===== src/rtl/lsu_mem_ctrl_pkg.sv =====
// Shared LSU definitions: aluop codes, exception causes, dcache op encodings and op classification helpers.
// Used by lsu_mem_ctrl (optional alignment check via LSU_ALE_CHECK_EN) and lsu_align_unit.
package lsu_mem_ctrl_pkg;

    localparam logic [7:0] ALU_LDB   = 8'h20;
    localparam logic [7:0] ALU_LDH   = 8'h21;
    localparam logic [7:0] ALU_LDW   = 8'h22;
    localparam logic [7:0] ALU_LDBU  = 8'h23;
    localparam logic [7:0] ALU_LDHU  = 8'h24;
    localparam logic [7:0] ALU_STB   = 8'h25;
    localparam logic [7:0] ALU_STH   = 8'h26;
    localparam logic [7:0] ALU_STW   = 8'h27;
    localparam logic [7:0] ALU_CACOP = 8'h28;

    localparam logic [6:0] EXCEPTION_ALE = 7'h09;

    localparam logic [1:0] DC_OP_LOAD  = 2'b00;
    localparam logic [1:0] DC_OP_STORE = 2'b01;
    localparam logic [1:0] DC_OP_CACOP = 2'b10;

    typedef enum logic [2:0] {
        S_IDLE,
        S_REQ,
        S_WAIT,
        S_DONE,
        S_EXC,
        S_CANCEL
    } lsu_state_e;

    function automatic logic op_known(input logic [7:0] op);
        return (op >= ALU_LDB) && (op <= ALU_CACOP);
    endfunction

    function automatic logic [1:0] op_kind(input logic [7:0] op);
        if (op == ALU_STB || op == ALU_STH || op == ALU_STW) return DC_OP_STORE;
        if (op == ALU_CACOP)                                 return DC_OP_CACOP;
        return DC_OP_LOAD;
    endfunction

    function automatic logic op_misaligned(input logic [7:0] op, input logic [1:0] a);
        logic half, word;
        half = (op == ALU_LDH) || (op == ALU_LDHU) || (op == ALU_STH);
        word = (op == ALU_LDW) || (op == ALU_STW);
        return (half && a[0]) || (word && (a != 2'b00));
    endfunction

endpackage


===== src/rtl/lsu_mem_ctrl_align.sv =====
// Byte-lane steering: store strobes/replicated write data and load byte/half selection with extension.
module lsu_align_unit
    import lsu_mem_ctrl_pkg::*;
(
    input  logic [7:0]  aluop_i,
    input  logic [1:0]  addr_lo_i,
    input  logic [31:0] sdata_i,
    input  logic [31:0] rdata_i,
    output logic [3:0]  wstrb_o,
    output logic [31:0] wdata_o,
    output logic [31:0] ldata_o
);

    logic [31:0] byte_sh;
    logic [31:0] half_sh;

    assign byte_sh = rdata_i >> {addr_lo_i, 3'b000};
    assign half_sh = rdata_i >> {addr_lo_i[1], 4'b0000};

    always_comb begin
        wstrb_o = 4'b0000;
        wdata_o = sdata_i;
        case (aluop_i)
            ALU_STB: begin
                wstrb_o = 4'b0001 << addr_lo_i;
                wdata_o = {4{sdata_i[7:0]}};
            end
            ALU_STH: begin
                wstrb_o = 4'b0011 << {addr_lo_i[1], 1'b0};
                wdata_o = {2{sdata_i[15:0]}};
            end
            ALU_STW: wstrb_o = 4'b1111;
            default: ;
        endcase
    end

    always_comb begin
        ldata_o = '0;
        case (aluop_i)
            ALU_LDB:  ldata_o = {{24{byte_sh[7]}}, byte_sh[7:0]};
            ALU_LDBU: ldata_o = {24'h0, byte_sh[7:0]};
            ALU_LDH:  ldata_o = {{16{half_sh[15]}}, half_sh[15:0]};
            ALU_LDHU: ldata_o = {16'h0, half_sh[15:0]};
            ALU_LDW:  ldata_o = rdata_i;
            default:  ;
        endcase
    end

endmodule


===== src/rtl/lsu_mem_ctrl.sv =====
// Single-outstanding LSU sequencer between EX and the dcache req/addr_ok/data_ok bus.
// Define LSU_ALE_CHECK_EN to raise ALE on misaligned half/word accesses instead of issuing them.
module lsu_mem_ctrl
    import lsu_mem_ctrl_pkg::*;
#(
    parameter int ADDR_W = 32,
    parameter int DATA_W = 32
) (
    input  logic                clk,
    input  logic                rst_n,
    input  logic                ex_valid,
    output logic                ex_ready,
    input  logic [7:0]          ex_aluop,
    input  logic [ADDR_W-1:0]   ex_base,
    input  logic [ADDR_W-1:0]   ex_imm,
    input  logic [DATA_W-1:0]   ex_sdata,
    input  logic [4:0]          ex_rd,
    input  logic                flush,
    output logic                dc_req,
    output logic [1:0]          dc_op,
    output logic [ADDR_W-1:0]   dc_addr,
    output logic [DATA_W/8-1:0] dc_wstrb,
    output logic [DATA_W-1:0]   dc_wdata,
    output logic [4:0]          dc_cacop_code,
    input  logic                dc_addr_ok,
    input  logic                dc_data_ok,
    input  logic [DATA_W-1:0]   dc_rdata,
    output logic                wb_valid,
    output logic                wb_we,
    output logic [4:0]          wb_rd,
    output logic [DATA_W-1:0]   wb_data,
    output logic                excp_valid,
    output logic [6:0]          excp_cause,
    output logic [ADDR_W-1:0]   excp_badv,
    output logic                busy
);

`ifdef LSU_ALE_CHECK_EN
    localparam bit ALE_EN = 1'b1;
`else
    localparam bit ALE_EN = 1'b0;
`endif

    lsu_state_e          state_q, state_d;
    logic [7:0]          aluop_q;
    logic [4:0]          rd_q;
    logic [DATA_W-1:0]   sdata_q;
    logic [ADDR_W-1:0]   addr_q;
    logic [DATA_W-1:0]   rdata_q;
    logic [ADDR_W-1:0]   ea;
    logic                accept;
    logic                cap_rdata;
    logic                is_store;

    assign ea       = ex_base + ex_imm;
    assign is_store = (op_kind(aluop_q) == DC_OP_STORE);

    // An op presented alongside a flush belongs to the flushed stream and is not taken.
    always_comb begin
        state_d   = state_q;
        accept    = 1'b0;
        cap_rdata = 1'b0;
        case (state_q)
            S_IDLE: begin
                if (ex_valid && !flush && op_known(ex_aluop)) begin
                    accept  = 1'b1;
                    state_d = (ALE_EN && op_misaligned(ex_aluop, ea[1:0])) ? S_EXC : S_REQ;
                end
            end
            S_REQ: begin
                if (flush)
                    state_d = (dc_addr_ok && !is_store) ? S_CANCEL : S_IDLE;
                else if (dc_addr_ok)
                    state_d = is_store ? S_DONE : S_WAIT;
            end
            S_WAIT: begin
                if (dc_data_ok) begin
                    state_d   = flush ? S_IDLE : S_DONE;
                    cap_rdata = !flush;
                end else if (flush) begin
                    state_d = S_CANCEL;
                end
            end
            S_DONE, S_EXC: state_d = S_IDLE;
            S_CANCEL: if (dc_data_ok) state_d = S_IDLE;
            default: state_d = S_IDLE;
        endcase
    end

    always_ff @(posedge clk or negedge rst_n) begin
        if (!rst_n) begin
            state_q <= S_IDLE;
            aluop_q <= '0;
            rd_q    <= '0;
            sdata_q <= '0;
            addr_q  <= '0;
            rdata_q <= '0;
        end else begin
            state_q <= state_d;
            if (accept) begin
                aluop_q <= ex_aluop;
                rd_q    <= ex_rd;
                sdata_q <= ex_sdata;
                addr_q  <= ea;
            end
            if (cap_rdata) rdata_q <= dc_rdata;
        end
    end

    logic [31:0] ldata;

    lsu_align_unit u_align (
        .aluop_i   (aluop_q),
        .addr_lo_i (addr_q[1:0]),
        .sdata_i   (sdata_q),
        .rdata_i   (rdata_q),
        .wstrb_o   (dc_wstrb),
        .wdata_o   (dc_wdata),
        .ldata_o   (ldata)
    );

    assign ex_ready      = (state_q == S_IDLE);
    assign busy          = (state_q != S_IDLE);
    assign dc_req        = (state_q == S_REQ);
    assign dc_op         = op_kind(aluop_q);
    assign dc_addr       = addr_q;
    assign dc_cacop_code = rd_q;

    assign wb_valid   = (state_q == S_DONE) && !flush;
    assign wb_we      = wb_valid && (op_kind(aluop_q) == DC_OP_LOAD);
    assign wb_rd      = rd_q;
    assign wb_data    = ldata;
    assign excp_valid = (state_q == S_EXC) && !flush;
    assign excp_cause = excp_valid ? EXCEPTION_ALE : 7'h00;
    assign excp_badv  = addr_q;

endmodule


===== config.mk =====
export PLATFORM = sky130hd
export DESIGN_NAME = lsu_mem_ctrl
export DESIGN_NICKNAME = d
export VERILOG_FILES = /design/src/rtl/lsu_mem_ctrl_pkg.sv /design/src/rtl/lsu_mem_ctrl_align.sv /design/src/rtl/lsu_mem_ctrl.sv
export SDC_FILE = /design/constraint.sdc
export NUM_CORES = 1
export LEC_CHECK = 0
export CORE_MARGIN = 2
export CORE_UTILIZATION = 44
export CTS_CLUSTER_SIZE = 40
export DETAILED_ROUTE_END_ITERATION = 10
export PLACE_DENSITY = 0.79
export SYNTH_ARGS = -nofsm -noshare
export SYNTH_HDL_FRONTEND = slang
export SYNTH_SLANG_ARGS = --single-unit

===== constraint.sdc =====
create_clock -name clk -period 3.1 [get_ports clk]
set_input_delay 0.465 -clock clk [delete_from_list [all_inputs] [get_ports clk]]
set_output_delay 0.465 -clock clk [all_outputs]
set_load 0.03 [all_outputs]

Word level (Yosys, flattened, before mapping)
Index checks and enable logic that the tools add are counted. Widths: inputs -> output; s select.

Input port bits: 147. Output and inout bits: 157. Word-level logic and storage cells: 72. Bits in registers: 112.

Eq/ne operators: 19. Multiplexer cells: 25. Add/sub/neg operators: 1. Order comparisons: 2. Reductions and logical operators: 15. Shift operators: 4.

Operator list (number): $pmux 32 s5 (1); $eq 8x6->1 const B (9); $pmux 32 s2 (1); $add 32x32->32 (1); $shr 32x5->16 (1); $shr 32x5->8 (1); $mux 3 (7); $pmux 3 s4 (1); $pmux 4 s3 (1); $mux 2 (5); $ge 8x6->1 const B (1); $le 8x6->1 const B (1); $mux 1 (8); $logic_and 1x1->1 (7); $eq 3x2->1 const B (2); $eq 3x3->1 const B (2); $mux 4 (1); $reduce_and 4->1 (1); $shl 1x2->4 const A (1); $shl 2x2->4 const A (1); $eq 3x1->1 const B (1); $logic_not 3->1 (1); $ne 3x2->1 const B (1); $ne 3x3->1 const B (1); 7 further kinds (9).

Longest topological paths before layout
Depth in word-level cells: 13. Mapped depth: 9.

Cells and area by module
Synthesis repeated with hierarchy kept, for this count alone.

Cell total of the unflattened synthesis: 896. Area, all modules: 7903.8 um2.

Modules (own cells, without submodules): lsu_mem_ctrl (times used 1, area each 6394.9 um2, cells an instance 699); lsu_align_unit (times used 1, area each 1508.9 um2, cells an instance 197).

Least setup slack after synthesis
OpenSTA, ideal clock, no wires.

Kind: reg-to-output. Start: register aluop_q[7]. End: output wb_data[7]. Cell stages (with the launch flop): 8. Data required time: 2.635 ns. Arrival time: 2.345 ns. Path slack: 0.290 ns. Buffers on the path: 1. Cell sequence: dfrtp_1 > or4b_1 > or3_1 > nor3b_2 > o21bai_1 > buf_2 > a222oi_1 > inv_1.

Word-level cells in the longest chain between the ends: 2. Elaborated cells between the ends (all ways): 6.

RTL lines: start, declared (RTL line lsu_mem_ctrl.sv:45) `logic [7:0] aluop_q;`; start signal, assigned (RTL line lsu_mem_ctrl.sv:101) `aluop_q <= ex_aluop;`; $eq 8x6->1 (RTL line lsu_mem_ctrl_align.sv:39) `case (aluop_i)`; $pmux 32 s5 (*) (RTL line lsu_mem_ctrl_align.sv:39); end, declared (RTL line lsu_mem_ctrl.sv:31) `output logic [DATA_W-1:0] wb_data,`.

Every way passes the cells marked *; elsewhere a longest branch is shown, timed or not.

Worst setup path in the final report
Start: register aluop_q[7]. End: output dc_wdata[22].

Word-level cells in the longest chain between the ends: 2. Elaborated cells between the ends (all ways): 3.

RTL lines: $eq 8x6->1 (RTL line lsu_mem_ctrl_align.sv:23) `case (aluop_i)`; $pmux 32 s2 (*) (RTL line lsu_mem_ctrl_align.sv:23); end, declared (RTL line lsu_mem_ctrl.sv:23) `output logic [DATA_W-1:0] dc_wdata,`.

Marks and branches as above.

==> summary.md <==
| Metric | Value |
|---|---|
| Syn Std Cell Area | `7490 µm²` |
| Gate Count Post-Synth | `848` |
| # H-tree levels | `3` |
| DRT Pass-1 Iters | `5` |
| PnR worst setup slack | `~0.023 ns` |
| Total number of vias | `7337` |
| Die Height | `approximately 130 µm` |
| Crit start category | `flop` |
| Outcome | `finished, final reports clean` |
| Vias in the first global route | `7079` |
| IO Port Bufs | `298` |
| Clk slew on worst S/H paths | `0.08 ns` |
| Crit end category | `output port` |
| Pre-CTS setup slack | `-0.0828 ns` |
| GRT Total Usage | `0.255` |
| Pin count of the biggest net entering global routing | `91` |
| Final net count | `1301` |
| Antenna cells | `0` |
| Distinct cells, synth | `66` |
| R2R Setup Slk | `0.46 ns` |
| Peak supply drop | `0.296 mV` |
| Max Fclk | `roughly 0.32 GHz` |
| IO Count | `304` |
| Tot Pwr | `6380 µW` |
| Crit Path Class | `flop to output port` |
| Clock skew | `about 0.0080 ns` |
| Initial Util | `0.450` |
| First-pass GRT wire length | `36600 µm` |
| EDFF count, synth | `0` |
| Final GP Congestion | `between 0.8 and 0.9` |
| Pleak | `0.00522 µW` |
| Clock Latency Late Sink | `0.35 ns` |
| TritonCTS clock tree | `done` |
| Die W | `around 130 µm` |
| Initial antenna violation count | `0` |
| Hold WC Path Type | `input pin to asynchronous set/reset pin` |
| Detailed Route WL | `23600 µm` |
| Slew @ Worst Pin | `0.582 ns` |
| Core box area | `approximately 17000 µm²` |
| Non-filler cells in the finished layout | `around 1300` |
| Share of layout cells above drive strength 1 | `0.179` |
| Root Buffer | `clkbuf_16` |
| CP arrival | `roughly 2.6 ns` |
| FF-to-FF path depth | `8` |
| Clock tree sinks | `roughly 110` |
| Fillers | `1409` |
| Hold_buf cts | `0` |
| Worst setup path start | `aluop_q[7]` |
| Bufs on Longest Clock Path | `2` |
| Layout area overhead | `45.3%` |
| Cts bufs inserted | `9` |
| Grt total ovfl | `0` |
| Die area | `18100 µm²` |
| Antenna viol nets, final | `0` |
| Row cnt | `47` |
| Yosys reg bits | `112` |
| Multi-input logic area | `4140 µm²` |
| Post-synthesis area per instance | `8.84 µm²` |
| Pins Over Slew Limit | `0` |
| Register area | `approximately 2800 µm²` |
| Pwr dens | `586 nW/µm²` |
| Final hold vios | `0` |
| Synth Flop Type | `dfrtp_1` |
| Initial DRC count | `427` |
| DR WL/cell | `17.5 µm` |
| Min cycle time layout | `3.08 ns` |
| Crit path to | `dc_wdata[22]` |
| Post-route cell area | `10900 µm²` |
| Tcrit/Tclk final | `0.993` |
| RR Endpoint | `state_q[0]` |
| Final Setup Violations | `0` |
| Crit-path max FO | `5` |
| Asr flop ratio synth | `1.00` |
| Synth warnings | `0` |
| R2R Path Start | `aluop_q[7]` |
| DP Wirelength | `18000 µm` |
| Remaining DRCs | `0` |
| Maxcap violations | `0` |
| Sequential share of the synthesized area | `0.374` |
| Vias per cell | `5.45` |
| Dpl cells | `1324` |
| CP required | `2.63 ns` |
| Max_slew headroom | `0.612` |
| Dpl cell area | `10500 µm²` |
| RSZ-0062 raised after global routing | `true` |
## worst max-delay path, stage by stage, from the launching register on
cell,delay [ns]
dfrtp_1,0.38
or4b_4,0.55
or3_4,0.36
nor3b_4,0.26
nor2_4,0.10
buf_4,0.15
mux2_4,0.28
buf_2,0.18
## Yosys cell counts, drive strengths merged (2+ instances only)
library cell	n	area (µm²)
nand2	203	762
dfrtp	112	2800
buf	66	455
mux2	50	571
o21ai	42	210
nor2	39	156
a21oi	37	185
ha	31	388
a21o	29	218
clkbuf	29	109
a221o	15	150
inv	13	48.8
xor2	13	114
and2	11	68.8
nor3	10	50.1
and3	9	56.3
xnor2	9	78.8
a22oi	8	60.1
nand3	8	40.0
or3	8	50.1
nand4	7	43.8
o211ai	7	52.6
a31oi	6	37.5
a211oi	5	37.5
mux2i	5	50.1
nand2b	5	31.3
o21a	5	37.5
o21bai	5	37.5
o31ai	5	37.5
a222oi	4	40.0
a311o	4	40.0
mux4	4	90.1
nor3b	4	46.3
nor4b	4	41.3
or2	4	25.0
a21boi	3	22.5
nor2b	3	18.8
o311ai	3	26.3
a2111oi	2	17.5
a22o	2	17.5
a31o	2	17.5
o22ai	2	12.5
## power breakdown
| part | leakage (µW) | switching (µW) | internal (µW) | total [µW] |
|---|---|---|---|---|
| clock | 0.000140 | 565 | 577 | 1140 |
| sequential | 0.00149 | 421 | 1880 | 2300 |
| combinational | 0.00359 | 1580 | 1360 | 2940 |
## per-layer routing
| layer | vias up | global-route usage | share of wire |
|---|---|---|---|
| li1 | 3497 | - | - |
| met3 | 37 | 0.0450 | 0.074 |
| met5 | - | 0 | 0 |
| met2 | 325 | 0.438 | 0.49 |
| met4 | 0 | 0.0936 | 0.027 |
| met1 | 3478 | 0.323 | 0.40 |
## kinds of logic (layout without fill, tap and decap cells)
family,after synthesis,in the layout,synth area share
DFF,112,112,0.374
xor gates and xnor gates,22,22,0.0257
adders and majority gates,32,32,0.0544
muxes,59,59,0.0948
other,1,5,0.000500
AOI/OAI and AO/OA,195,195,0.179
and+or+nand+nor,319,319,0.190
buffers and inverters,108,383,0.0818
## metrics by stage
step	utilization	hold WS (ns)	setup TNS [ns]
after global routing	0.654	0.131	-0.0407
after CTS	0.653	0.115	-0.219
final	0.654	0.103	0
after floorplan	-	0.169	0
after detailed placement	0.632	0.444	-0.215
after global placement	0.632	0.450	-0.292
## sequential cells by signal, summed over array words and instances (netlist names)
| register | count |
|---|---|
| dc_cacop_code | 5 |
| aluop_q | 8 |
| dc_addr | 32 |
| state_q | 3 |
| rdata_q | 32 |
| sdata_q | 32 |
## layout by cell type (no fill, tap or decap), types with 10 or more instances in the layout
| cell | Yosys | final |
|---|---|---|
| clkdlybuf4s50_1 | 0 | 234 |
| nand2_1 | 203 | 203 |
| dfrtp_1 | 112 | 112 |
| buf_4 | 52 | 87 |
| mux2_2 | 48 | 48 |
| o21ai_0 | 42 | 42 |
| a21oi_1 | 37 | 37 |
| nor2_1 | 37 | 35 |
| ha_1 | 31 | 31 |
| a21o_1 | 29 | 29 |
| a221o_1 | 15 | 15 |
| inv_1 | 13 | 13 |
| xor2_1 | 13 | 13 |
| and2_1 | 11 | 11 |
| nor3_1 | 10 | 10 |
| buf_2 | 4 | 10 |
## worst min path at each step
| stage | slack (ns) | endpoint | from |
|---|---|---|---|
| after floorplan | 0.17 | aluop_q[0] | rst_n |
| after global placement | 0.45 | aluop_q[5] | aluop_q[5] |
| after detailed placement | 0.44 | aluop_q[5] | aluop_q[5] |
| after CTS | 0.11 | rdata_q[20] | rst_n |
| after global routing | 0.13 | rdata_q[20] | rst_n |
| final | 0.10 | rdata_q[20] | rst_n |
## timing repair
item,CTS,global route
pin swaps,2,2
buffers inserted,5,2
resized for setup,45,32
setup endpoints to repair,24,37
## area by class of cell
type,instances,share of cell area
Timing Repair Buffer,354,0.307
Tap cell,220,0.0253
Multi-Input combinational cell,632,0.380
Clock buffer,11,0.0223
Sequential cell,112,0.257
Inverter,13,0.00448
Clock inverter,5,0.00368
No activity file was read; power rests on OpenSTA's default activity.
